$ cat config.mk
export PLATFORM = sky130hd
export DESIGN_NAME = mac_seq_ctrl
export DESIGN_NICKNAME = d
export VERILOG_FILES = /design/src/rtl/mac_seq_ctrl_pkg.sv /design/src/rtl/mac_seq_ctrl.sv
export SDC_FILE = /design/constraint.sdc
export NUM_CORES = 1
export LEC_CHECK = 0
export ABC_CLOCK_PERIOD_IN_PS = 5050
export CORE_MARGIN = 8
export CORE_UTILIZATION = 35
export CTS_CLUSTER_SIZE = 24
export DETAILED_ROUTE_END_ITERATION = 10
export GPL_ROUTABILITY_DRIVEN = 0
export PLACE_DENSITY = 0.67
export SYNTH_ARGS = -nofsm -noshare
export SYNTH_HDL_FRONTEND = slang
export SYNTH_SLANG_ARGS = --single-unit
$ cat constraint.sdc
create_clock -name MAC_ACC_CLK -period 5.05 [get_ports MAC_ACC_CLK]
set_clock_uncertainty 0.15 [all_clocks]
set_input_delay 0.505 -clock MAC_ACC_CLK [delete_from_list [all_inputs] [get_ports MAC_ACC_CLK]]
set_output_delay 0.505 -clock MAC_ACC_CLK [all_outputs]
set_load 0.005 [all_outputs]
$ cat src/rtl/mac_seq_ctrl_pkg.sv
// Shared math-unit definitions: sequencer state encoding and array bus widths.
package mac_seq_ctrl_pkg;

  localparam int OUT_SEL_W = 6;
  localparam int OPER_W    = 32;

  typedef enum logic [2:0] {
    ST_IDLE  = 3'd0,
    ST_CLEAR = 3'd1,
    ST_RUN   = 3'd2,
    ST_DRAIN = 3'd3,
    ST_DONE  = 3'd4
  } state_t;

endpackage

$ cat src/rtl/mac_seq_ctrl.sv
// Runs one dot-product job on the MAC array: clear, gated accumulate of N pairs,
// settle wait, then presents the MAC0 lane result on a valid/ready handshake.
module mac_seq_ctrl
  import mac_seq_ctrl_pkg::*;
#(
  parameter int TAP_W   = 8,
  parameter int RES_LAT = 1
) (
  input  logic                 MAC_ACC_CLK,
  input  logic                 acc_ff_rstn,
  input  logic                 START,
  input  logic                 ABORT,
  input  logic [TAP_W-1:0]     CFG_NUM_TAPS,
  input  logic                 CFG_RND,
  input  logic                 CFG_SAT,
  input  logic                 CFG_TC,
  input  logic [OUT_SEL_W-1:0] CFG_OUT_SEL,
  input  logic                 OPER_VALID,
  output logic                 OPER_READY,
  input  logic [OPER_W-1:0]    OPER_DATA,
  input  logic [OPER_W-1:0]    COEF_DATA,
  output logic [OPER_W-1:0]    MAC_OPER_DATA,
  output logic [OPER_W-1:0]    MAC_COEF_DATA,
  output logic                 EFPGA_MATHB_CLK_EN,
  output logic                 MAC_ACC_CLEAR,
  output logic                 MAC_ACC_RND,
  output logic                 MAC_ACC_SAT,
  output logic                 MAC_TC,
  output logic [OUT_SEL_W-1:0] MAC_OUT_SEL,
  input  logic [OPER_W-1:0]    MAC0_OUT,
  output logic [OPER_W-1:0]    RES_DATA,
  output logic                 RES_VALID,
  input  logic                 RES_READY,
  output logic                 BUSY
);

  localparam int LAT_W = (RES_LAT < 1) ? 1 : $clog2(RES_LAT + 1);
  localparam logic [LAT_W-1:0] LAT_LAST = LAT_W'(RES_LAT);

  state_t           state;
  logic [TAP_W-1:0] tap_cnt;
  logic [TAP_W-1:0] last_tap;
  logic [LAT_W-1:0] lat_cnt;
  logic             oper_hs;

  assign oper_hs = OPER_VALID & OPER_READY;

  always_ff @(posedge MAC_ACC_CLK or negedge acc_ff_rstn) begin
    if (!acc_ff_rstn) begin
      state              <= ST_IDLE;
      tap_cnt            <= '0;
      last_tap           <= '0;
      lat_cnt            <= '0;
      OPER_READY         <= 1'b0;
      MAC_OPER_DATA      <= '0;
      MAC_COEF_DATA      <= '0;
      EFPGA_MATHB_CLK_EN <= 1'b0;
      MAC_ACC_CLEAR      <= 1'b0;
      MAC_ACC_RND        <= 1'b0;
      MAC_ACC_SAT        <= 1'b0;
      MAC_TC             <= 1'b0;
      MAC_OUT_SEL        <= '0;
      RES_DATA           <= '0;
      RES_VALID          <= 1'b0;
      BUSY               <= 1'b0;
    end else if (ABORT) begin
      // Abort lands in the same all-quiet state as reset.
      state              <= ST_IDLE;
      tap_cnt            <= '0;
      lat_cnt            <= '0;
      OPER_READY         <= 1'b0;
      MAC_OPER_DATA      <= '0;
      MAC_COEF_DATA      <= '0;
      EFPGA_MATHB_CLK_EN <= 1'b0;
      MAC_ACC_CLEAR      <= 1'b0;
      MAC_ACC_RND        <= 1'b0;
      MAC_ACC_SAT        <= 1'b0;
      MAC_TC             <= 1'b0;
      MAC_OUT_SEL        <= '0;
      RES_DATA           <= '0;
      RES_VALID          <= 1'b0;
      BUSY               <= 1'b0;
    end else begin
      case (state)
        ST_IDLE: begin
          if (START) begin
            last_tap           <= (CFG_NUM_TAPS == '0) ? '0 : CFG_NUM_TAPS - TAP_W'(1);
            tap_cnt            <= '0;
            MAC_ACC_RND        <= CFG_RND;
            MAC_ACC_SAT        <= CFG_SAT;
            MAC_TC             <= CFG_TC;
            MAC_OUT_SEL        <= CFG_OUT_SEL;
            MAC_ACC_CLEAR      <= 1'b1;
            EFPGA_MATHB_CLK_EN <= 1'b1;
            MAC_OPER_DATA      <= '0;
            MAC_COEF_DATA      <= '0;
            BUSY               <= 1'b1;
            state              <= ST_CLEAR;
          end
        end
        ST_CLEAR: begin
          MAC_ACC_CLEAR      <= 1'b0;
          EFPGA_MATHB_CLK_EN <= 1'b0;
          OPER_READY         <= 1'b1;
          state              <= ST_RUN;
        end
        ST_RUN: begin
          // Enable follows the handshake by one cycle so idle cycles never accumulate.
          EFPGA_MATHB_CLK_EN <= oper_hs;
          if (oper_hs) begin
            MAC_OPER_DATA <= OPER_DATA;
            MAC_COEF_DATA <= COEF_DATA;
            if (tap_cnt == last_tap) begin
              OPER_READY <= 1'b0;
              tap_cnt    <= '0;
              lat_cnt    <= '0;
              state      <= ST_DRAIN;
            end else begin
              tap_cnt <= tap_cnt + TAP_W'(1);
            end
          end
        end
        ST_DRAIN: begin
          EFPGA_MATHB_CLK_EN <= 1'b0;
          if (lat_cnt == LAT_LAST) begin
            RES_DATA  <= MAC0_OUT;
            RES_VALID <= 1'b1;
            state     <= ST_DONE;
          end else begin
            lat_cnt <= lat_cnt + LAT_W'(1);
          end
        end
        ST_DONE: begin
          if (RES_READY) begin
            RES_VALID <= 1'b0;
            BUSY      <= 1'b0;
            state     <= ST_IDLE;
          end
        end
        default: state <= ST_IDLE;
      endcase
    end
  end

endmodule

Word level (Yosys, flattened, before mapping)

Index checks and enable logic that the tools add are counted.

Flip-flop bits (word level): 130
Bits of input ports: 119
Output and inout port bits: 110
Word-level logic and storage cells: 109

Add/sub/neg operators: 3
Eq/ne operators: 10
Muxes and demuxes: 53
Bitwise operators: 2
Reductions and logical operators: 25

Operator list:

| operator                                             | count |
|---|---|
| two-way mux 32 bit                                   | 8 |
| case mux 32 bit (2 select lines)                     | 2 |
| two-way mux 8 bit                                    | 5 |
| two-way mux 1 bit                                    | 21 |
| two-way mux 3 bit                                    | 6 |
| two-way mux 6 bit                                    | 3 |
| AND reduction 3 bit                                  | 6 |
| nonzero test 3 bit                                   | 6 |
| case mux 8 bit (2 select lines)                      | 1 |
| inequality test 3 bit (second input constant)        | 5 |
| case mux 3 bit (5 select lines)                      | 1 |
| case mux 1 bit (2 select lines)                      | 5 |
| adder 8 x 1 -> 8 bit (second input constant)         | 1 |
| equality test 8 bit                                  | 1 |
| zero test 8 bit                                      | 1 |
| AND reduction 2 bit                                  | 4 |
| nonzero test 2 bit                                   | 4 |
| subtractor 8 x 1 -> 8 bit (second input constant)    | 1 |
| equality test 3 x 2 -> 1 bit (second input constant) | 2 |
| AND reduction 5 bit                                  | 1 |
| nonzero test 4 bit                                   | 1 |
| equality test 3 x 1 -> 1 bit (second input constant) | 1 |
| equality test 3 bit (second input constant)          | 1 |
| zero test 3 bit                                      | 1 |
| 5 further kinds                                      | 5 |

Depth between registers and ports, before layout

Gate-level depths: netlist of the first run.

Word-level depth: 5
Mapped depth: 8
Depth with buffers taken out: 6

Worst setup path before layout of the first run

No wires, ideal clock.

Kind: input -> register
Start point: input port CFG_NUM_TAPS[5]
End point: register last_tap[7]
Setup time: 0.130 ns
Arrival time: 1.671 ns
Required time: 4.770 ns
Path slack: 3.100 ns
Stages on the path: 4
Buffers on the path: 0
Cells stage by stage: or4_4 > or4_4 > a21oi_1 > o21ai_1

Cells in the longest elaborated chain, start to end: 2
Elaborated cells on any way between the ends: 3
Classes of those cells: 1 x add/sub; 1 x mux; 1 x reduce/logical

Ends and longest elaborated chain:

| what                                                         | line               | source |
|---|---|---|
| start: declaration                                           | mac_seq_ctrl.sv:13 | `input logic [TAP_W-1:0] CFG_NUM_TAPS,` |
| subtractor 8 x 1 -> 8 bit or zero test 8 bit (tied branches) | mac_seq_ctrl.sv:87 | `last_tap <= (CFG_NUM_TAPS == '0) ? '0 : CFG_NUM_TAPS - TAP_W'(1);` |
| two-way mux 8 bit *                                          | mac_seq_ctrl.sv:87 |  |
| end signal: assignment                                       | mac_seq_ctrl.sv:87 |  |
| end: declaration                                             | mac_seq_ctrl.sv:42 | `logic [TAP_W-1:0] last_tap;` |

Mark *: on every way between the ends. The rest lies on a longest branch, timed or not.
A chain may end at the register's enable or synchronous reset.

Final worst setup path of the first run

Start point: input port ABORT
End point: register MAC_OPER_DATA[13]

Cells in the longest elaborated chain, start to end: 2
Elaborated cells on any way between the ends: 5
Classes of those cells: 2 x eq/ne; 1 x mux; 2 x reduce/logical

Ends and longest elaborated chain:

| what                                                                         | line               | source |
|---|---|---|
| start: declaration                                                           | mac_seq_ctrl.sv:12 | `input logic ABORT,` |
| inequality test 3 bit (no source line) or nonzero test 3 bit (tied branches) | -                  |  |
| AND reduction 3 bit (no source line)                                         | -                  |  |
| end signal: assignment                                                       | mac_seq_ctrl.sv:55 | `MAC_OPER_DATA <= '0;` |
| end signal: assignment                                                       | mac_seq_ctrl.sv:72 | `MAC_OPER_DATA <= '0;` |
| end signal: assignment                                                       | mac_seq_ctrl.sv:95 | `MAC_OPER_DATA <= '0;` |
| end: declaration                                                             | mac_seq_ctrl.sv:22 | `output logic [OPER_W-1:0] MAC_OPER_DATA,` |

Parallel ways exist; a longest one is shown, timed or not.

==> reports/results.ini, run 1 <==
[floorplanning]
start_util = 0.3556
rows = 45
fp.dieArea_um2 = 19620
ioPinCount = 229
die_w_um = 140.1
core_area_um2 = 15150
die_h_um = 140.1

[power]
p_leak_nw = 3.574
vdd_drop_max_mv = 0.2309
p_per_area_nw_per_um2 = 329.6

[clock_tree]
cts_buffer_depth = 2
cts_made_buffers = 17
clock_sinks = 130
worstSkewPairLatency_ps = 410
ctsHoldBuffers = 0
cts_root_buf = clkbuf_16
cts-resized-gates = 0
htreeDepth = 4
cts_tree = done
clk_pin_slew_ps = 60
cts_setup_buffers = 0

[worst_setup_path]
crit_buf_inv = 3
worstSetupPathType = in2reg
crit_chain = clkdlybuf4s50_1 > inv_1 > o31a_2 > buf_4 > o21ai_0
crit_path_top_delay_cell = o31a_2
crit_fanout = 54
startpoint_type = primary input
worstPathRequired_ps = 5160
cp-end-kind = flop
cp_top_family = buffers and inverters
max_stage_delay_ps = 750
worstPathArrival_ps = 2970

[status]
violations = negative hold slack
status = finished, violations left

[placed_design]
pre_cts_ws_ps = 1780
dp_hpwl_um = 11400
port_buffers = 228

[synth]
synthCells = 530
yosysUniqueCellTypes = 40
synthXorXnorAreaFrac = 0.02114
muxShareOfSynthArea = 0.001858
synth_adder_area_share = 0.006969
synth_area_per_cell_um2 = 10.16
synth-edff-count = 0
synth-async-reset-ratio = 1.000
syn_nets = 652
synth_common_cells = nand2_1, dfrtp_1, o21ai_1
ys_seq_area_frac = 0.6039
synth_top_cell_area_share = 0.6039
synth_warnings = 0
syn_area_um2 = 5386
synth-seq-cells = 130
synth_compound_gate_area_share = 0.1798
synth.area.top_cells = dfrtp_1, nand2_1, a22o_1
synth.largest_area_cell = dfrtp_1
yosysMostFrequentCell = nand2_1
synthSimpleGateAreaFrac = 0.1521
synth_top_family_by_area = compound AO/OA/AOI/OAI gates
synth_flop_cell = dfrtp_1

[drt]
vias = 4624
route.detailed.drc = 0
wire_per_inst_um = 16.60
drtAntennaViolNets = 0
drtIter0Drc = 315
vias_per_cell = 4.872
dr.pass1.iters = 7
totalWireLength_um = 15750

[sta]
relSlewSlack = 0.1157
finalMaxSlewViolations = 0
rsz0062_at_grt = no
setup_ws_ps = 2194
post-route-period-util = 0.5656
hold_violations = 20
fmax_ghz = 0.3501
setup_tns_ps = 0
whs_ps = -17.74
setup_viol = 0
worst_pin_slew_ps = 1322
period_needed_ps = 2856

[run]
cap_viol_max_count = 0

[layout]
drive_above_1_share = 0.06702
num_antenna_cells = 0
nets = 870
fillers = 1304
area_growth_pct = 57.00

[global_routing]
grt_pass1_vias = 4680
grt-ovfl-total = 0
grt_use_total = 0.1604
grt_max_degree = 84
grt_antenna_before_repair = 0
grt_pass1_wl_um = 25180

[min_path]
hold_path.class = in2async

==> stage by stage <==
step	total power, mW	utilization	hold slack (ps)	std cells	instance area, µm²
2_1_floorplan	1.265	-	59.41	530	5386
3_3_place_gp	1.468	0.5154	317.7	917	7806
3_5_place_dp	1.479	0.5154	323.3	917	7806
4_1_cts	2.822	0.5580	10.48	949	8452
5_1_grt	2.903	0.5584	35.69	949	8457
6_report	2.788	0.5584	-17.74	949	8457
==> cell families after synthesis <==
kind of cell | after synthesis
and+or+nand+nor | 191
AOI/OAI and AO/OA | 148
DFF | 130
buffers and inverters | 44
xor gates and xnor gates | 13
adders and majority gates | 3
muxes | 1
==> registers in the layout, summed over array words and instances, names as in the netlist <==
| signal | count |
|---|---|
| tap_cnt | 8 |
| MAC_OPER_DATA | 32 |
| MAC_ACC_RND | 1 |
| lat_cnt | 1 |
| EFPGA_MATHB_CLK_EN | 1 |
| RES_DATA | 32 |
| MAC_OUT_SEL | 6 |
| last_tap | 8 |
| state | 3 |
| MAC_COEF_DATA | 32 |
| MAC_ACC_SAT | 1 |
| BUSY | 1 |
| RES_VALID | 1 |
| MAC_ACC_CLEAR | 1 |
| MAC_TC | 1 |
| OPER_READY | 1 |
==> path summary, 6_finish.rpt <==
| path | from | endpoint | slack (ps) | depth (start not counted) |
|---|---|---|---|---|
| max | ABORT | MAC_OPER_DATA[13]$_DFFE_PN0P_ | 2190 | 5 |
| min | acc_ff_rstn | RES_DATA[7]$_DFFE_PN0P_ | -20 | 1 |
| max reg2reg | state[1]$_DFFE_PN0P_ | MAC_OPER_DATA[13]$_DFFE_PN0P_ | 2410 | 4 |
| min reg2reg | MAC_OPER_DATA[18]$_DFFE_PN0P_ | MAC_OPER_DATA[18]$_DFFE_PN0P_ | 330 | 2 |
| max in group asynchronous | acc_ff_rstn | RES_DATA[0]$_DFFE_PN0P_ | 3610 | 2 |
| min in group MAC_ACC_CLK | MAC_OPER_DATA[18]$_DFFE_PN0P_ | MAC_OPER_DATA[18]$_DFFE_PN0P_ | 330 | 2 |
==> where the power goes <==
group          switching [mW]  leakage, nW  internal (mW)
clock                   0.465        0.309          0.867
combinational           0.152         1.48          0.178
sequential             0.0354         1.79           1.09
total                   0.653         3.57           2.13
==> cells in the final DEF (no fill, tap or decap), types with 2 or more instances in the layout <==
cell type	count
nand3_1	9
clkbuf_16	17
clkinvlp_4	3
dfrtp_1	130
a31o_2	2
a22o_1	41
ha_1	3
or4_4	2
xor2_1	9
o21ai_1	50
nor2_1	11
a21oi_1	10
a31oi_1	2
clkbuf_8	3
clkinv_2	2
o22ai_1	6
clkinv_4	2
nor3_1	2
bufinv_16	4
and3_1	4
o21ai_0	27
clkdlybuf4s50_1	227
inv_1	10
nor4_1	2
o211ai_1	2
buf_4	5
xnor2_1	4
nand2_1	150
==> routing by layer <==
metal	share of wire	GRT usage	wire, µm	up-vias
li1	-	-	-	2258
met5	0	0	0	-
met2	0.51	0.2738	8007	143
met3	0.059	0.04281	925	14
met1	0.42	0.1915	6623	2209
met4	0.012	0.05714	191	0
==> layout make-up <==
type / instances / area, µm² / area share
Multi-Input combinational cell: 356 / 1964 / 0.2323
Clock buffer: 20 / 466.7 / 0.05519
Clock inverter: 12 / 178.9 / 0.02116
Inverter: 10 / 37.54 / 0.004439
Tap cell: 188 / 235.2 / 0.02781
Sequential cell: 130 / 3253 / 0.3847
Timing Repair Buffer: 233 / 2321 / 0.2744
No activity file was read; power rests on OpenSTA's default activity.
==> run 2, diff against run 1 <==
ABC_CLOCK_PERIOD_IN_PS = 2750   (was 5050)
clock period = 2.75 ns   (was 5.05 ns; I/O delays follow)
==> run 2 against run 1 <==
Net effect:
- the flow now finishes without violations
- combinational power grew 89%
- clock power grew 87%
- sequential cell count unchanged
- worst hold slack better by 260 ps
- first-iteration DRC count is 7.9% lower
- clock-buffer cell count fell by 1
- critical path depth unchanged
==> reports/results.ini, run 2 (same netlist as run 1, synthesis figures left out) <==
[status]
status = completed

[floorplanning]
fp.dieArea_um2 = 19620
die_h_um = 140.1
die_w_um = 140.1
rows = 45
start_util = 0.3556
ioPinCount = 229
core_area_um2 = 15150

[layout]
nets = 875
num_antenna_cells = 0
drive_above_1_share = 0.07180
mostFrequentLayoutCells = clkdlybuf4s50_1, nand2_1, dfrtp_1, o21ai_1, a22o_1
reg_top3 = MAC_COEF_DATA: 32 flops, MAC_OPER_DATA: 32 flops, RES_DATA: 32 flops
fin_cells = 954
final_common_cell = clkdlybuf4s50_1
final_cell_area_um2 = 8544
area_growth_pct = 58.63

[global_routing]
grt_max_degree = 82
grt_use_total = 0.1628
grt_pass1_wl_um = 25320
grt-ovfl-total = 0
grt_pass1_vias = 4683
grt_antenna_before_repair = 0

[worst_setup_path]
cp-end-kind = flop
worstPathArrival_ps = 2340
crit_fanout = 8
worstSetupPathType = reg2reg
worstPathRequired_ps = 2890
startpoint_type = flop

[drt]
route.detailed.drc = 0
vias = 4592
vias_per_cell = 4.813
dr.pass1.iters = 4
wire_per_inst_um = 16.47
drtIter0Drc = 290
drtAntennaViolNets = 0
totalWireLength_um = 15710

[sta]
fmax_ghz = 0.4530
whs_ps = 242.2
relSlewSlack = 0.3952
hold_violations = 0
setup_tns_ps = 0
finalMaxSlewViolations = 0
period_needed_ps = 2207
setup_viol = 0
post-route-period-util = 0.8026
worst_pin_slew_ps = 899.0
rsz0062_at_grt = no

[run]
cap_viol_max_count = 0

[clock_tree]
cts_tree = done
ctsHoldBuffers = 1
cts_buffer_depth = 2
worstSkewPairLatency_ps = 420
cts_setup_buffers = 0
cts_made_buffers = 17
htreeDepth = 4
cts_root_buf = clkbuf_16
clk_pin_slew_ps = 60
clock_sinks = 130
cts-resized-gates = 0

[power]
p_sw_mw = 1.176
p_per_area_nw_per_um2 = 605.5
swShare = 0.2274
pwr-share-seq = 0.399
internal_power_mw = 3.997
power.share.clock = 0.481
vdd_drop_max_mv = 0.4110
comb_power_share = 0.120
power_mw = 5.174
p_leak_nw = 3.611

[placed_design]
dp_hpwl_um = 11660
placed_area_um2 = 7874
port_buffers = 228
dp.cells = 921

[min_path]
hold_path.class = in2async

[run 2: layout make-up]
type                       count  area [µm²]
clock buffer                  19       452.9
clock inverter                13       207.7
fill                        1290        6601
inverter                      10       37.54
multi-input combinational    356        1959
sequential                   130        3253
tap                          188       235.2
timing repair buffer         238        2399
[run 2: worst max-delay path: stages (launching register included)]
cell	delay (ps)
dfrtp_1	440
xor2_1	180
nor4_1	790
a21boi_4	190
nand2b_2	210
o311ai_2	120
[run 2: final timing paths]
check | cells past startpoint | startpoint | endpoint | slack [ps]
setup / recovery | 5 | tap_cnt[6]$_DFFE_PN0P_ | tap_cnt[7]$_DFFE_PN0P_ | 540
hold / removal | 2 | acc_ff_rstn | RES_DATA[12]$_DFFE_PN0P_ | 240
setup reg to reg | 5 | tap_cnt[6]$_DFFE_PN0P_ | tap_cnt[7]$_DFFE_PN0P_ | 540
hold reg to reg | 2 | MAC_COEF_DATA[20]$_DFFE_PN0P_ | MAC_COEF_DATA[20]$_DFFE_PN0P_ | 330
max in group asynchronous | 3 | acc_ff_rstn | MAC_OPER_DATA[21]$_DFFE_PN0P_ | 1480
min in group MAC_ACC_CLK | 3 | COEF_DATA[15] | MAC_COEF_DATA[15]$_DFFE_PN0P_ | 250
[run 2: routing by layer]
layer / up-vias / track usage / share of wire
li1: 2267 / - / -
met1: 2173 / 0.1864 / 0.42
met2: 133 / 0.2807 / 0.51
met3: 19 / 0.04723 / 0.061
met4: 0 / 0.06629 / 0.017
met5: - / 0 / 0
[run 2: per-stage QoR]
stage                     utilization  worst slack, ps
after floorplan                     -            910.0
after global placement         0.5199            500.6
after detailed placement       0.5199            461.8
after CTS                      0.5641            616.9
after global routing           0.5641            388.9
final                          0.5641            542.7
[run 2: power groups by stage]
stage | registers, mW | logic [mW] | clock network, mW
6_report | 2.06 | 0.623 | 2.49
3_5_place_dp | 2.10 | 0.630 | 0
3_3_place_gp | 2.09 | 0.616 | 0
5_1_grt | 2.08 | 0.688 | 2.62
4_1_cts | 2.06 | 0.635 | 2.54
2_1_floorplan | 2.09 | 0.235 | 0
